## src/rtl/scalar_add_pipe.sv

```systemverilog
// rtl/scalar_add_pipe.sv - pipelined add/subtract unit with dest tag and pending flags; SCALAR_ADD_OVF_EN adds o_ovf
module scalar_add_pipe #(
    parameter int         WIDTH   = 64,
    parameter int         LATENCY = 3,
    parameter int         NREG    = 8,
    parameter logic [6:0] ADD_OP  = 7'b0110000,
    parameter logic [6:0] SUB_OP  = 7'b0110001,
    localparam int        DW      = (NREG > 1) ? $clog2(NREG) : 1
) (
    input  logic             clk,
    input  logic             rst,
    input  logic             i_valid,
    input  logic [6:0]       i_instr,
    input  logic [DW-1:0]    i_dest,
    input  logic [WIDTH-1:0] i_sj,
    input  logic [WIDTH-1:0] i_sk,
    output logic             o_valid,
    output logic [DW-1:0]    o_dest,
    output logic [WIDTH-1:0] o_result,
    output logic [NREG-1:0]  o_pending
`ifdef SCALAR_ADD_OVF_EN
    ,
    output logic             o_ovf
`endif
);

    localparam int CW = $clog2(LATENCY + 1);

    logic             w_is_add;
    logic             w_is_sub;
    logic             w_accept;
    logic [WIDTH-1:0] w_opb;
    logic [WIDTH-1:0] w_sum;

    logic [LATENCY-1:0]            r_vld;
    logic [LATENCY-1:0][DW-1:0]    r_dest;
    logic [LATENCY-1:0][WIDTH-1:0] r_res;

    logic [NREG-1:0][CW-1:0] r_cnt;
    logic [NREG-1:0][CW-1:0] w_cnt_nxt;
    logic [NREG-1:0]         w_pend_nxt;
    logic [NREG-1:0]         w_inc;
    logic [NREG-1:0]         w_dec;
    logic [NREG-1:0]         r_pending;

    assign w_is_add = (i_instr == ADD_OP);
    assign w_is_sub = (i_instr == SUB_OP);
    assign w_accept = i_valid && (w_is_add || w_is_sub);

    // Subtract is Sj + ~Sk + 1; the carry out of the MSB falls off the top.
    assign w_opb = w_is_sub ? ~i_sk : i_sk;
    assign w_sum = i_sj + w_opb + WIDTH'(w_is_sub);

`ifdef SCALAR_ADD_OVF_EN
    logic               w_ovf;
    logic [LATENCY-1:0] r_ovf;

    // Overflow: operands (after inverting Sk for subtract) share a sign that the result lost.
    assign w_ovf = (i_sj[WIDTH-1] == w_opb[WIDTH-1]) && (w_sum[WIDTH-1] != i_sj[WIDTH-1]);

    // Overflow flag rides alongside the result; holds with it while idle.
    always_ff @(posedge clk or posedge rst) begin
        if (rst) begin
            r_ovf <= '0;
        end else begin
            if (w_accept) begin
                r_ovf[0] <= w_ovf;
            end
            for (int k = 1; k < LATENCY; k++) begin
                if (r_vld[k-1]) begin
                    r_ovf[k] <= r_ovf[k-1];
                end
            end
        end
    end

    assign o_ovf = r_ovf[LATENCY-1];
`endif

    // Result pipeline: stage 0 captures the sum, each later stage copies only
    // valid entries so the final stage holds its last value while idle.
    always_ff @(posedge clk or posedge rst) begin
        if (rst) begin
            r_vld  <= '0;
            r_dest <= '0;
            r_res  <= '0;
        end else begin
            r_vld[0] <= w_accept;
            if (w_accept) begin
                r_dest[0] <= i_dest;
                r_res[0]  <= w_sum;
            end
            for (int k = 1; k < LATENCY; k++) begin
                r_vld[k] <= r_vld[k-1];
                if (r_vld[k-1]) begin
                    r_dest[k] <= r_dest[k-1];
                    r_res[k]  <= r_res[k-1];
                end
            end
        end
    end

    assign o_valid  = r_vld[LATENCY-1];
    assign o_dest   = r_dest[LATENCY-1];
    assign o_result = r_res[LATENCY-1];

    // Per-register issue and retire events this cycle.
    always_comb begin
        w_inc = '0;
        w_dec = '0;
        for (int d = 0; d < NREG; d++) begin
            w_inc[d] = w_accept && (i_dest == DW'(d));
            w_dec[d] = o_valid && (o_dest == DW'(d));
        end
    end

    // Next in-flight count; a simultaneous issue and retire cancel out.
    always_comb begin
        w_cnt_nxt  = r_cnt;
        w_pend_nxt = '0;
        for (int d = 0; d < NREG; d++) begin
            if (w_inc[d] && !w_dec[d]) begin
                w_cnt_nxt[d] = r_cnt[d] + CW'(1);
            end else if (w_dec[d] && !w_inc[d]) begin
                w_cnt_nxt[d] = r_cnt[d] - CW'(1);
            end
            w_pend_nxt[d] = (w_cnt_nxt[d] != '0);
        end
    end

    // Counters and registered pending flags, derived from the next count so
    // the flag rises the cycle after issue and falls after the output cycle.
    always_ff @(posedge clk or posedge rst) begin
        if (rst) begin
            r_cnt     <= '0;
            r_pending <= '0;
        end else begin
            r_cnt     <= w_cnt_nxt;
            r_pending <= w_pend_nxt;
        end
    end

    assign o_pending = r_pending;

endmodule
```

## config.mk

```make
export PLATFORM = sky130hd
export DESIGN_NAME = scalar_add_pipe
export DESIGN_NICKNAME = d
export VERILOG_FILES = /design/src/rtl/scalar_add_pipe.sv
export SDC_FILE = /design/constraint.sdc
export NUM_CORES = 1
export LEC_CHECK = 0
export CAP_MARGIN = 15
export CORE_UTILIZATION = 49
export DETAILED_ROUTE_END_ITERATION = 16
export PLACE_DENSITY = 0.73
export SYNTH_ARGS = -nofsm -noshare
export SYNTH_HDL_FRONTEND = slang
export SYNTH_SLANG_ARGS = --single-unit
```

## constraint.sdc

```tcl
create_clock -name clk -period 7.09 [get_ports clk]
set_input_delay 0.709 -clock clk [delete_from_list [all_inputs] [get_ports clk]]
set_output_delay 0.709 -clock clk [all_outputs]
set_load 0.05 [all_outputs]
```

==> results of run 1 <==
-- synth_stat cells (3+ instances only) --
cell,count
a211oi_1,3
a21o_1,27
a21oi_1,82
a31oi_1,9
and2_1,7
and3_1,6
and4_1,3
buf_1,6
buf_2,5
buf_4,70
clkbuf_1,35
dfrtp_1,228
ha_1,68
inv_1,17
mux2_2,134
mux2i_1,6
nand2_1,137
nand2b_1,11
nand3_1,15
nand3b_1,5
nand4_1,20
nor2_1,43
nor2b_1,5
nor3_1,15
nor3b_1,5
nor4_1,5
nor4b_1,3
o211ai_1,5
o21a_1,3
o21ai_0,94
o21ai_1,9
o21bai_1,11
o311ai_1,3
or2_2,7
or3_1,8
or4_1,4
xnor2_1,43
xor2_1,95
-- routing by layer --
metal  routed length, um  up-vias  global-route usage [%]
met1               15500     4832                    33.3
met2               15000      277                    38.2
met4                 516        2                    4.51
met3                1910       44                    4.18
met5                  11        -                       0
li1                    -     4809                       -
-- worst max-delay path: stages --
cell and delay, ns:
clkdlybuf4s50_1 0.49, clkinvlp_2 0.14, nor4_2 0.37, buf_4 0.60, xor2_1 0.18, ha_1 0.44, nand4_1 0.19, or3_1 0.41
a211oi_2 0.24, a311oi_1 0.10, a21oi_2 0.32, a21oi_2 0.16, o211a_1 0.31, a221oi_1 0.35, mux2i_1 0.23, o311ai_1 0.12
-- power breakdown --
| group | leakage [nW] | total [mW] | switching [mW] | internal (mW) |
|---|---|---|---|---|
| registers | 3.02 | 1.46 | 0.0563 | 1.40 |
| clock network | 0.432 | 1.36 | 0.528 | 0.834 |
| logic | 3.93 | 0.666 | 0.374 | 0.292 |
-- cell families (layout without fill, tap and decap cells) --
| logic type | Yosys count | count (layout) |
|---|---|---|
| simple gates | 303 | 303 |
| compound gates | 289 | 289 |
| flops | 228 | 228 |
| mux | 140 | 140 |
| xor+xnor | 138 | 138 |
| buf+inv | 134 | 285 |
| fa+ha+maj | 69 | 69 |
-- worst paths after layout --
check / start / endpoint / slack, ns / depth (start not counted)
min: r_cnt[13] / r_cnt[13] / 0.45 / 1
min in group asynchronous: rst / r_cnt[9] / 0.64 / 2
max reg2reg: r_vld[0] / r_res[103] / 5.06 / 2
max: i_instr[0] / r_res[58] / 2.05 / 16
max in group asynchronous: rst / r_vld[0] / 5.04 / 3
min reg2reg: r_cnt[13] / r_cnt[13] / 0.45 / 1
-- sequential cells by signal, indices dropped and copies added (netlist names) --
name and cells:
o_dest 3, r_cnt 16, r_dest 6, o_result 64, o_pending 8, r_res 128, r_vld 3
-- layout make-up --
type,count,area (um^2),area share [%]
Multi-Input combinational cell,939,6940,42.7
Inverter,18,76.3,0.470
Clock inverter,13,180,1.11
Tap cell,341,427,2.63
Sequential cell,228,5710,35.2
Timing Repair Buffer,223,2210,13.6
Clock buffer,31,688,4.24
==> reports/qor.yml, run 1 <==
outcome: "finished clean"
synth_fa_ha_area_share_pct: 6.50
layout_common_cells: "dfrtp_1, clkdlybuf4s50_1, nand2_1"
syn_area_mm2: 0.0134
final_util_pct: 60.4
timing_hold_violations_final: 0
synth_mux_area_share_pct: 11.7
cts_hold_buf: 0
setup_viol: 0
tightestPinTransition_ns: 1.05
clkTransAtPathRegs_ns: 0.07
path_max_fanout: 40
avgSynthCellArea_um2: 10.3
antenna_found_initial: 1
cts_buffers: 24
post_cts_resized: 0
ys_warn_count: 0
ys_types: 74
root_buffer: "clkbuf_16"
grt_pass1_wl_um: 52900
first_iter_violations: 656
postCtsSetupBuffers: 0
min_path_type: "flop to flop"
layout_commonest_cell: "dfrtp_1"
synth_xor_area_share_pct: 9.02
synth_compound_area_share_pct: 13.6
fin_nets: 1644
design_area_mm2: 0.0162
synth_nets: 1511
grt_max_degree: 85
cts_tree: "done"
cts-htree-levels: 1
wl_per_cell_um: 18.4
tns_ns: 0
slew_viol_final: 0
synth_edf_count: 0
place_hpwl_um: 24700
synth_ff_type: "dfrtp_1"
total_power_mw: 3.49
grt_usage_pct: 23.6
rsz0062_at_grt: "false"
drive_gt1_share_pct: 14.6
clk_path_buf_depth: 3
synth_simple_gate_area_share_pct: 10.8
ir_drop_mv: 0.148
final-instance-count-excl-fill: 1793
max_freq_mhz: 198
timing.final.crit_share_pct: 71.2
start_util_pct: 49.9
max_cap_viol_count: 0
critPathRequiredTime_ns: 7.46
yosysTopAreaCell: "dfrtp_1"
portBuffers: 216
placedCellCount: 1749
synth_top_family_by_area: "compound AO/OA/AOI/OAI gates"
die_w_um: 167
place_area_mm2: 0.0154
clock_skew_ns: 0.0136
syn2layout_area_growth_pct: 21.1
diodes: 0
vias: 9964
async_flop_share_pct: 100
worst_slack_ns: 2.05
viasPerCell: 5.56
yosysSeqAreaShare_pct: 42.6
endpoint_kind: "flop"
core_mm2: 0.0269
io_pins: 217
synth.top_cells.by_area: "dfrtp_1, mux2_2, ha_1"
syn_inst: 1301
ant_nets: 0
timing.hold.ws_ns: 0.451
rows: 60
drc_errors: 0
place.gp.congestion: 0.907
fp.dieH_um: 167
relSlewSlack_pct: 29.8
clk-insertion-delay-late_ns: 0.52
period_needed_ns: 5.04
dpl_worst_slack_ns: 1.51
firstDrtPassIters: 5
synth_top_area_share_pct: 42.6
critPathLaunchType: "primary input"
cts.sinks: 228
ys_seq_elements: 228
grt_pass1_vias: 10100
grt_overflow: 0
routed_wirelength_um: 33000
critPathArrivalTime_ns: 5.41
die_area_mm2: 0.0280
fillers: 2305
power.leakage_nw: 7.38
worstSetupPathType: "primary input to flop"
p_per_area_mw_per_mm2: 215
No activity file was read; power rests on OpenSTA's default activity.
==> inputs of run 2 (changes only) <==
--- a/config.mk
+++ b/config.mk
@@ -6,9 +6,9 @@
 export NUM_CORES = 1
 export LEC_CHECK = 0
 export CAP_MARGIN = 15
-export CORE_UTILIZATION = 49
+export CORE_UTILIZATION = 55
 export DETAILED_ROUTE_END_ITERATION = 16
-export PLACE_DENSITY = 0.73
+export PLACE_DENSITY = 0.78
 export SYNTH_ARGS = -nofsm -noshare
 export SYNTH_HDL_FRONTEND = slang
 export SYNTH_SLANG_ARGS = --single-unit
==> constraint.sdc (replaced) <==
create_clock -name clk -period 4.8 [get_ports clk]
set_input_delay 0.48 -clock clk [delete_from_list [all_inputs] [get_ports clk]]
set_output_delay 0.48 -clock clk [all_outputs]
set_load 0.05 [all_outputs]
==> run 2 against run 1 <==
Compared with the run above:
- sequential power rose by 48%
- largest power group unchanged
- cell count rose by 2.7%
- worst setup slack got worse by 1.7 ns
- cell area rose by 2.7%
- worst hold slack got worse by 0.0029 ns
- clock power rose by 31%
- wire length rose by 2.9%
- non-clock buffer count rose by 73
- critical endpoint unchanged
==> reports/qor.yml, run 2 (same netlist as run 1, synthesis figures left out) <==
routed_wirelength_um: 33900
r2r_slack_ns: 2.70
dpl_worst_slack_ns: -0.134
portBuffers: 216
clk_path_buf_depth: 3
first_iter_violations: 557
critPathRequiredTime_ns: 5.18
place_hpwl_um: 25400
fillers: 1815
die_area_mm2: 0.0250
die_w_um: 158
max_cap_viol_count: 0
relSlewSlack_pct: 31.2
grt_overflow: 0
tns_ns: 0
start_util_pct: 56.6
cts.sinks: 228
fp.dieH_um: 158
grt_usage_pct: 27.3
max_freq_mhz: 225
root_buffer: "clkbuf_16"
timing_hold_violations_final: 0
timing.hold.ws_ns: 0.448
largest_reg_flops: 128
layout_commonest_cell: "dfrtp_1"
critPathArrivalTime_ns: 4.82
cts-htree-levels: 1
tightestPinTransition_ns: 1.03
postCtsSetupBuffers: 0
syn2layout_area_growth_pct: 24.3
place.gp.congestion: 0.891
power.leakage_nw: 7.67
rows: 56
firstDrtPassIters: 5
p_clk_share_pct: 35.5
drc_errors: 0
p_per_area_mw_per_mm2: 301
worstPathCellList: "clkdlybuf4s50_1 -> clkinvlp_2 -> nor4_2 -> buf_4 -> buf_12 -> xor2_1 -> ha_1 -> nand4_1 -> or3_1 -> a211oi_2 -> a311oi_1 -> a21oi_2 -> a21oi_2 -> o211a_1 -> a221oi_1 -> mux2i_1 -> o311ai_1"
crit_top_cell: "a21oi_2"
antenna_found_initial: 0
wl_per_cell_um: 18.4
worst_slack_ns: 0.354
min_path_type: "primary input to asynchronous set/reset pin"
ant_nets: 0
switchingPower_mw: 1.40
post_cts_resized: 0
layout_common_cells: "dfrtp_1, clkdlybuf4s50_1, nand2_1"
fin_nets: 1717
internal_power_mw: 3.62
clk-insertion-delay-late_ns: 0.53
grt_max_degree: 111
clock_skew_ns: 0.0241
path_max_fanout: 25
regMostFlops: "r_res"
vias: 10400
slew_viol_final: 0
io_pins: 217
outcome: "finished clean"
seq_power_share_pct: 43.0
pwr-share-comb_pct: 21.5
cts_buffers: 24
period_needed_ns: 4.45
drive_gt1_share_pct: 18.3
grt_pass1_vias: 10400
critPathMaxStageDelay_ns: 0.50
core_mm2: 0.0237
clkTransAtPathRegs_ns: 0.07
total_power_mw: 5.02
grt_pass1_wl_um: 53300
crit_slowest_cell: "clkdlybuf4s50_1"
rsz0062_at_grt: "false"
worstSetupPathType: "primary input to flop"
sw_frac_of_total_pct: 27.9
cts_tree: "done"
critPathLaunchType: "primary input"
timing.final.crit_share_pct: 92.6
ir_drop_mv: 0.287
cts_hold_buf: 0
endpoint_kind: "flop"
viasPerCell: 5.66
setup_viol: 0
==> run 2: cell types whose count changed in the layout (fill, tap and decap cells not counted), sizes merged <==
cell	delta
clkinvlp	+2
diode	+1
clkinv	-4
buf	+73
inv	-2
clkbuf	+3
bufinv	-3
==> run 2: final timing paths <==
path                             from     endpoint  cells past startpoint
min in group clk            r_cnt[13]    r_cnt[13]                      1
hold / removal                    rst    r_res[10]                      2
setup reg to reg             r_vld[1]  o_result[4]                      2
setup / recovery           i_instr[0]    r_res[58]                     17
hold reg to reg             r_cnt[13]    r_cnt[13]                      1
max in group asynchronous         rst    r_dest[1]                      3
==> run 2: worst max-delay path: cells and delay by family <==
kind / cells / cell delay, ns
multiplexers: 1 / 0.25
XOR/XNOR: 1 / 0.10
adder cells (fa/ha/maj): 1 / 0.33
buffers and inverters: 4 / 1.09
AO/OA/AOI/OAI: 7 / 1.55
AND/OR/NAND/NOR: 3 / 0.97
==> run 2: power groups by stage <==
stage	clock (mW)	combinational, mW	sequential, mW
detailed placement	0	1.06	2.19
floorplan	0	0.648	2.17
finish	1.78	1.08	2.16
global placement	0	1.05	2.18
CTS	1.83	1.08	2.16
global route	1.90	1.18	2.17
==> run 2: area by class of cell <==
| type | instances | area [um^2] | area share [%] |
|---|---|---|---|
| Multi-Input combinational cell | 939 | 6940 | 41.6 |
| Sequential cell | 228 | 5710 | 34.3 |
| Timing Repair Buffer | 296 | 2790 | 16.7 |
| Clock buffer | 34 | 688 | 4.13 |
| Tap cell | 319 | 399 | 2.40 |
| Inverter | 18 | 72.6 | 0.436 |
| Clock inverter | 6 | 68.8 | 0.413 |
| Antenna cell | 1 | 2.50 | 0.0150 |
==> run 2: layer usage <==
| layer | global-route usage [%] | routed length, um | vias to the layer above |
|---|---|---|---|
| met3 | 4.46 | 2070 | 48 |
| li1 | - | - | 4953 |
| met1 | 36.1 | 14900 | 5067 |
| met5 | 0 | 0 | - |
| met4 | 7.05 | 680 | 0 |
| met2 | 46.5 | 16300 | 352 |
==> run 2: per-stage QoR <==
step / area, um^2 / std cells / util (%)
floorplan: 13400 / 1301 / -
global placement: 15900 / 1800 / 67.2
detailed placement: 15900 / 1800 / 67.2
CTS: 16700 / 1840 / 70.4
global route: 16700 / 1840 / 70.4
finish: 16700 / 1841 / 70.4
==> inputs of run 3 (changes only) <==
--- a/config.mk
+++ b/config.mk
@@ -6,9 +6,9 @@
 export NUM_CORES = 1
 export LEC_CHECK = 0
 export CAP_MARGIN = 15
-export CORE_UTILIZATION = 55
+export CORE_UTILIZATION = 49
 export DETAILED_ROUTE_END_ITERATION = 16
-export PLACE_DENSITY = 0.78
+export PLACE_DENSITY = 0.73
 export SYNTH_ARGS = -nofsm -noshare
 export SYNTH_HDL_FRONTEND = slang
 export SYNTH_SLANG_ARGS = --single-unit
==> constraint.sdc (replaced) <==
create_clock -name clk -period 3.7 [get_ports clk]
set_input_delay 0.37 -clock clk [delete_from_list [all_inputs] [get_ports clk]]
set_output_delay 0.37 -clock clk [all_outputs]
set_load 0.05 [all_outputs]
==> run 3 against run 2 <==
Compared with the run above:
- cell count increased by 12%
- critical endpoint unchanged
- sequential share of layout area decreased by 3.7 points
- clock-buffer cell count decreased by 1
- die area increased by 12%
- register-to-register slack got worse by 0.85 ns
- worst setup slack got worse by 0.21 ns
- wire length increased by 1.1%
==> reports/qor.yml, run 3 (same netlist as run 1, synthesis figures left out) <==
outcome: "finished clean"
setup_viol: 0
layout_common_cells: "buf_4, dfrtp_1, clkdlybuf4s50_1"
critPathArrivalTime_ns: 3.94
antenna_found_initial: 0
min_path_type: "primary input to asynchronous set/reset pin"
placedCellCount: 2003
largest_reg_flops: 128
tightestPinTransition_ns: 1.04
root_buffer: "clkbuf_16"
clock_skew_ns: 0.00921
wl_per_cell_um: 16.6
drc_errors: 0
portBuffers: 216
place_hpwl_um: 25300
grt_pass1_vias: 11300
fin_nets: 1915
final-instance-count-excl-fill: 2065
ant_nets: 0
clk-insertion-delay-late_ns: 0.53
r2r_start: "o_dest[2]"
rr_endpoint: "o_pending[2]"
firstDrtPassIters: 5
max_freq_mhz: 281
total_power_mw: 7.29
clkTransAtPathRegs_ns: 0.06
timing_hold_violations_final: 0
reg2reg_depth: 5
grt_overflow: 0
core_mm2: 0.0269
drive_gt1_share_pct: 30.7
cts-htree-levels: 1
start_util_pct: 49.9
routed_wirelength_um: 34300
endpoint_kind: "flop"
first_iter_violations: 385
critPathLaunchType: "primary input"
p_per_area_mw_per_mm2: 390
vias: 10800
syn2layout_area_growth_pct: 39.5
io_pins: 217
cts_tree: "done"
power.leakage_nw: 8.81
cts_buffers: 26
viasPerCell: 5.25
rows: 60
layout_commonest_cell: "buf_4"
clk_path_buf_depth: 3
diodes: 0
final_util_pct: 69.6
path_max_fanout: 8
worstSetupPathType: "primary input to flop"
fillers: 2043
relSlewSlack_pct: 30.7
grt_pass1_wl_um: 56200
fp.dieH_um: 167
die_area_mm2: 0.0280
max_cap_viol_count: 0
ir_drop_mv: 0.267
place.gp.congestion: 0.872
grt_max_degree: 96
tns_ns: 0
slew_viol_final: 0
r2r_slack_ns: 1.85
critPathRequiredTime_ns: 4.09
cts_hold_buf: 0
period_needed_ns: 3.55
die_w_um: 167
grt_usage_pct: 24.7
cts.sinks: 228
timing.final.crit_share_pct: 96.1
regMostFlops: "r_res"
## run 3: cell types whose count changed in the layout (fill, tap and decap cells not counted), moves of 4 or more
| cell | before | now |
|---|---|---|
| buf_4 | 78 | 266 |
| o21ai_0 | 94 | 87 |
| a21oi_2 | 2 | 14 |
| xor2_2 | 0 | 5 |
| clkdlybuf4s50_1 | 216 | 209 |
| buf_12 | 2 | 7 |
| a21oi_1 | 82 | 70 |
| xor2_1 | 95 | 90 |
| o21ai_1 | 9 | 15 |
| clkinv_4 | 0 | 4 |
| bufinv_16 | 1 | 5 |
## run 3: layout make-up
cell class | count | area, um^2 | area share (%)
multi-input combinational | 939 | 7200 | 38.5
sequential | 228 | 5710 | 30.6
timing repair buffer | 492 | 4330 | 23.1
clock buffer | 33 | 738 | 3.95
tap | 341 | 427 | 2.28
clock inverter | 14 | 213 | 1.14
inverter | 18 | 75.1 | 0.402
## run 3: critical path, cell delays in order
cell and delay [ns]:
clkdlybuf4s15_1 0.16, nand2b_4 0.15, nor4_4 0.26, buf_6 0.15
buf_12 0.15, buf_12 0.13, xor2_1 0.06, ha_1 0.31
nand2_2 0.07, or3_4 0.36, a211oi_4 0.35, a311oi_2 0.09
a21oi_2 0.22, a21oi_2 0.11, o211a_1 0.29, buf_6 0.14
a221oi_4 0.24, mux2i_1 0.21, o311ai_1 0.11
## run 3: metal layers
layer	track usage, %	vias to the layer above	routed length, um
li1	-	5343	-
met1	32.7	5217	15500
met2	42.1	223	16700
met3	2.95	58	1120
met4	7.86	0	1010
met5	0	-	0
## run 3: worst max path at each step
stage | start | to
floorplan | i_instr[3] | r_res[60]
global placement | i_instr[0] | r_res[58]
detailed placement | i_instr[0] | r_res[63]
CTS | i_instr[2] | r_res[58]
global route | i_instr[1] | r_res[55]
finish | i_instr[1] | r_res[58]
## run 3: per-stage QoR
step / hold WS, ns / cell area [um^2] / setup WS [ns]
final: 0.152 / 18700 / 0.146
after global routing: 0.164 / 18700 / -0.00251
after CTS: 0.141 / 18500 / 0.00201
after detailed placement: 0.443 / 17400 / -0.933
after global placement: 0.442 / 17400 / -0.843
after floorplan: 0.406 / 13500 / -0.128
## run 3: timing repair
| action | in CTS | in global routing |
|---|---|---|
| setup buffers | 7 | 8 |
| pin swaps | 25 | 23 |
| endpoints found under the setup margin | 28 | 28 |
| hold endpoints to repair | 0 | 0 |
| gates resized for setup | 37 | 34 |
| cloned | 1 | 0 |
## run 3: report_power, final
part,switching [mW],internal (mW)
logic,0.800,0.877
clock network,1.06,1.76
registers,0.108,2.69
